`src/rtl/scan_mux.sv`:
```
// scan_mux: N-channel, WIDTH-bit selector with registered output; manual select or auto-scan.
// Define SCAN_MUX_PARITY_EN to add the registered even-parity output w_par.
module scan_mux #(
    parameter int WIDTH     = 8,
    parameter int CHANNELS  = 16,
    parameter int DWELL     = 4,
    localparam int SEL_W    = $clog2(CHANNELS)
) (
    input  logic                      clk,
    input  logic                      rst,
    input  logic [CHANNELS*WIDTH-1:0] in,
    input  logic [SEL_W-1:0]          sel,
    input  logic                      mode,
    input  logic                      load,
    input  logic [CHANNELS-1:0]       en_mask,
    output logic [WIDTH-1:0]          w,
    output logic [SEL_W-1:0]          cur_ch,
    output logic                      valid,
`ifdef SCAN_MUX_PARITY_EN
    output logic                      w_par,
`endif
    output logic                      wrap
);

    localparam int DW_W = (DWELL > 1) ? $clog2(DWELL) : 1;
    localparam logic [DW_W-1:0] LAST = DW_W'(DWELL - 1);
    localparam logic [SEL_W:0] CH_LIM = (SEL_W + 1)'(CHANNELS);

    function automatic logic in_range(input logic [SEL_W-1:0] c);
        return {1'b0, c} < CH_LIM;
    endfunction

    logic [WIDTH-1:0] ch_data [CHANNELS];
    logic [DW_W-1:0]  dwell, next_dwell;
    logic [SEL_W-1:0] next_ch;
    logic             next_wrap;
    logic             next_valid;
    logic [WIDTH-1:0] next_w;
    logic             up_found, lo_found;
    logic [SEL_W-1:0] up_ch, lo_ch;

    always_comb begin
        for (int unsigned i = 0; i < CHANNELS; i++) begin
            ch_data[i] = in[WIDTH*i +: WIDTH];
        end
    end

    // Lowest enabled channel above cur_ch, and lowest enabled channel overall.
    always_comb begin
        up_found = 1'b0;
        up_ch    = '0;
        lo_found = 1'b0;
        lo_ch    = '0;
        for (int unsigned i = 0; i < CHANNELS; i++) begin
            if (en_mask[i] && !lo_found) begin
                lo_found = 1'b1;
                lo_ch    = SEL_W'(i);
            end
            if (en_mask[i] && !up_found && (SEL_W'(i) > cur_ch)) begin
                up_found = 1'b1;
                up_ch    = SEL_W'(i);
            end
        end
    end

    always_comb begin
        next_ch    = cur_ch;
        next_dwell = '0;
        next_wrap  = 1'b0;
        if (!mode) begin
            next_ch = sel;
        end else if (load && in_range(sel)) begin
            next_ch = sel;
        end else if (!lo_found) begin
            next_dwell = (dwell == LAST) ? '0 : dwell + 1'b1;
        end else if (dwell == LAST) begin
            // No enabled channel above cur_ch means the rotation restarts from the bottom.
            next_ch   = up_found ? up_ch : lo_ch;
            next_wrap = !up_found;
        end else begin
            next_dwell = dwell + 1'b1;
        end
    end

    always_comb begin
        next_valid = in_range(next_ch) && en_mask[next_ch];
        next_w     = next_valid ? ch_data[next_ch] : '0;
    end

    always_ff @(posedge clk or posedge rst) begin
        if (rst) begin
            w      <= '0;
            cur_ch <= '0;
            valid  <= 1'b0;
            wrap   <= 1'b0;
            dwell  <= '0;
        end else begin
            w      <= next_w;
            cur_ch <= next_ch;
            valid  <= next_valid;
            wrap   <= next_wrap;
            dwell  <= next_dwell;
        end
    end

`ifdef SCAN_MUX_PARITY_EN
    always_ff @(posedge clk or posedge rst) begin
        if (rst) begin
            w_par <= 1'b0;
        end else begin
            w_par <= ^next_w;
        end
    end
`endif

endmodule

```
`config.mk`:
```
export PLATFORM = sky130hd
export DESIGN_NAME = scan_mux
export DESIGN_NICKNAME = d
export VERILOG_FILES = /design/src/rtl/scan_mux.sv
export SDC_FILE = /design/constraint.sdc
export NUM_CORES = 1
export LEC_CHECK = 0
export ABC_AREA = 1
export CORE_MARGIN = 10
export CORE_UTILIZATION = 39
export CTS_CLUSTER_SIZE = 25
export DETAILED_ROUTE_END_ITERATION = 10
export PLACE_DENSITY = 0.83
export SYNTH_ARGS = -nofsm -noshare
export SYNTH_HDL_FRONTEND = slang
export SYNTH_SLANG_ARGS = --single-unit
export TNS_END_PERCENT = 1
```
`constraint.sdc`:
```
create_clock -name clk -period 3.1 [get_ports clk]
set_input_delay 0.465 -clock clk [delete_from_list [all_inputs] [get_ports clk]]
set_output_delay 0.465 -clock clk [all_outputs]
set_load 0.05 [all_outputs]
```
==> flow_summary.yaml <==
outcome:
  run_status: "complete, but fails checks"
  violations: "negative setup slack"
hold_path:
  hold_path_startpoint: "dwell[0]"
  hold_path.class: "flop to flop"
routing:
  drt_first_pass_iters: 6
  wl_mm: 16.8
  wirelength_met1_mm: 5.85
  vias: 4956
  routed.top_layer: "met4"
  dr.first_iter.drc_count: 611
  viasPerCell: 5.94
  wl_met2_mm: 7.91
  ant_nets: 0
  route.met3.wl_mm: 1.80
  routedWlPerCell_um: 20.1
  drc_errors: 0
place:
  routabilityCongestion: 0.929
  io_buffer_count: 165
  pre_cts_ws_ns: -0.322
  place_area_um2: 4780
  dp_hpwl_mm: 11.1
sta:
  fin_skew_ns: 0.00325
  rsz0062_at_grt: "yes"
  min_period_over_period_pct: 104
  tightest_slew_ns: 0.624
  setup_viol: 8
  post-route-min-period_ns: 3.22
  fmax_mhz: 310
  hold_viol: 0
  slew-limit-headroom_pct: 58.3
  worst_slack_ns: -0.124
  drv_slew: 0
worst_setup_path:
  arrival_ns: 3.36
  critPathLaunchType: "flop"
  path_delay_family: "simple AND/OR/NAND/NOR gates"
  worst-path-max-fanout: 9
  slowest_stage: "dfrtp_2"
  critPathCaptureType: "flop"
  startpoint: "cur_ch[0]"
  r2r-start: "cur_ch[0]"
  setup.worst_path.class: "flop to flop"
  critical-path-max-stage-delay_ns: 0.47
  cp_num_buf_inv: 6
  crit_top_cell: "nand2_1"
  worstPathRequired_ns: 3.24
  r2r_setup_slack_ns: -0.12
logic_synthesis:
  synth_fp_nets: 672
  synth.cell_area_um2: 2820
  ys_seq_area_share_pct: 14.2
  synthCells: 519
  synth_cell_types: 32
  syn_avg_cell_area_um2: 5.43
  yosysWarnings: 0
  ys_ff_latch: 16
global_routing:
  grt_util_all_layers_pct: 25.2
  grt_pass1_vias: 4535
  overflow: 0
  grt_max_degree: 50
  grt_first_pass_wirelength_mm: 23.3
  antenna_found_initial: 1
power_and_ir_drop:
  power_density_nw_per_um2: 266
  finalPower_mw: 1.52
  leakage_nw: 2.68
  irDropWorstVdd_mv: 0.156
finish:
  final_area_um2: 5720
  drive_above_1_share_pct: 25.2
  final_cell_mix: "161 x nand3_1, 159 x clkdlybuf4s50_1, 134 x nand2_1, 50 x buf_4, 35 x nand3_2"
  synthToLayoutAreaGrowth_pct: 103
  nFillCells: 428
  layout_commonest_cell: "nand3_1"
  seq_area_um2: 405
  multi_input_area_um2: 2460
  nNetsFinal: 892
cts:
  htree_levels: 1
  cts_sinks: 16
  cts.clk_slew.worst_paths_ns: 0.06
  clockBufferDepth: 2
  clock_latency_ns: 0.25
  cts-buffers-inserted: 3
  postCtsHoldBufs: 0
  cts_tree: "built"
  root_buffer: "clkbuf_8"
floorplanning:
  dieArea_um2: 11000
  rows: 30
  fp.coreArea_um2: 6910
  dieHeight_um: 105
  pin_count: 166
  dieWidth_um: 105
  initial_core_util_pct: 40.8
job:
  drv_cap: 0
==> worst paths after layout <==
path	end	depth (start not counted)
max in group asynchronous	cur_ch[0]	2
setup / recovery	w[2]	25
setup reg to reg	w[2]	25
hold / removal	dwell[0]	1
min in group asynchronous	w[5]	2
hold reg to reg	dwell[0]	1
==> metal layers <==
layer  vias up  track usage [%]
met5         -                0
met4         0             10.6
met3       116             6.88
met2       428             42.8
met1      2209             28.9
li1       2203                -
==> logic make-up after synthesis <==
| logic type | after synthesis | share of synthesized area (%) |
|---|---|---|
| DFF | 16 | 14.2 |
| AOI/OAI and AO/OA | 24 | 6.35 |
| adders and majority gates | 1 | 0.444 |
| buffers and inverters | 68 | 11.3 |
| and+or+nand+nor | 410 | 67.7 |
==> stage by stage <==
step,setup TNS [ns],utilization (%),hold WS (ns),instances
floorplan,0,-,0.379,519
global placement,-2.49,69.2,0.427,789
detailed placement,-2.70,69.2,0.432,789
CTS,0,74.0,0.440,809
global route,-2.35,82.9,0.469,834
finish,-0.454,82.9,0.446,834
==> where the power goes <==
group	total [mW]	switching [mW]	internal, mW
clock	0.156	0.0698	0.0862
combinational	1.11	0.583	0.524
sequential	0.261	0.0259	0.236
total	1.52	0.679	0.846
==> cell type report <==
class	instances	share of cell area (%)
well taps	96	2.10
diodes	1	0.0437
repair buffers	243	44.5
multi-input cells	436	43.0
clock buffers	3	0.721
inverters	39	2.56
flip-flops and latches	16	7.08
==> worst register-to-register path, delay by kind of cell (launching register included) <==
kind | cells | cell delay (ns)
AOI/OAI and AO/OA | 1 | 0.14
DFF | 1 | 0.47
buffers and inverters | 6 | 0.85
and+or+nand+nor | 18 | 1.65
==> cells in the mapped netlist (all sizes together) <==
| cell | n | area (um2) |
|---|---|---|
| dfrtp | 16 | 400 |
| nor2 | 38 | 168 |
| a21oi | 8 | 55.1 |
| nor3 | 4 | 20.0 |
| o221ai | 2 | 17.5 |
| nand2 | 161 | 637 |
| o211ai | 2 | 20.0 |
| o311ai | 2 | 17.5 |
| inv | 39 | 146 |
| buf | 22 | 145 |
| nand4 | 9 | 75.1 |
| nand3 | 197 | 1000 |
| nor4 | 1 | 6.26 |
| o21a | 1 | 7.51 |
| a41o | 1 | 10.0 |
| ha | 1 | 12.5 |
| clkbuf | 7 | 26.3 |
| o21ai | 8 | 51.3 |
==> sequential cells by signal (all words and copies together), names as in the netlist <==
name,flops
valid,1
w,8
wrap,1
dwell,2
cur_ch,4
==> what timing repair did <==
item / in CTS / in global routing
resized for setup: 25 / 88
cloned: 6 / 7
buffers inserted: 11 / 18
hold endpoints to repair: 0 / 0
pin swaps: 11 / 47
setup endpoints to repair: 8 / 9
Note: power is estimated with default switching activity, not from simulation.
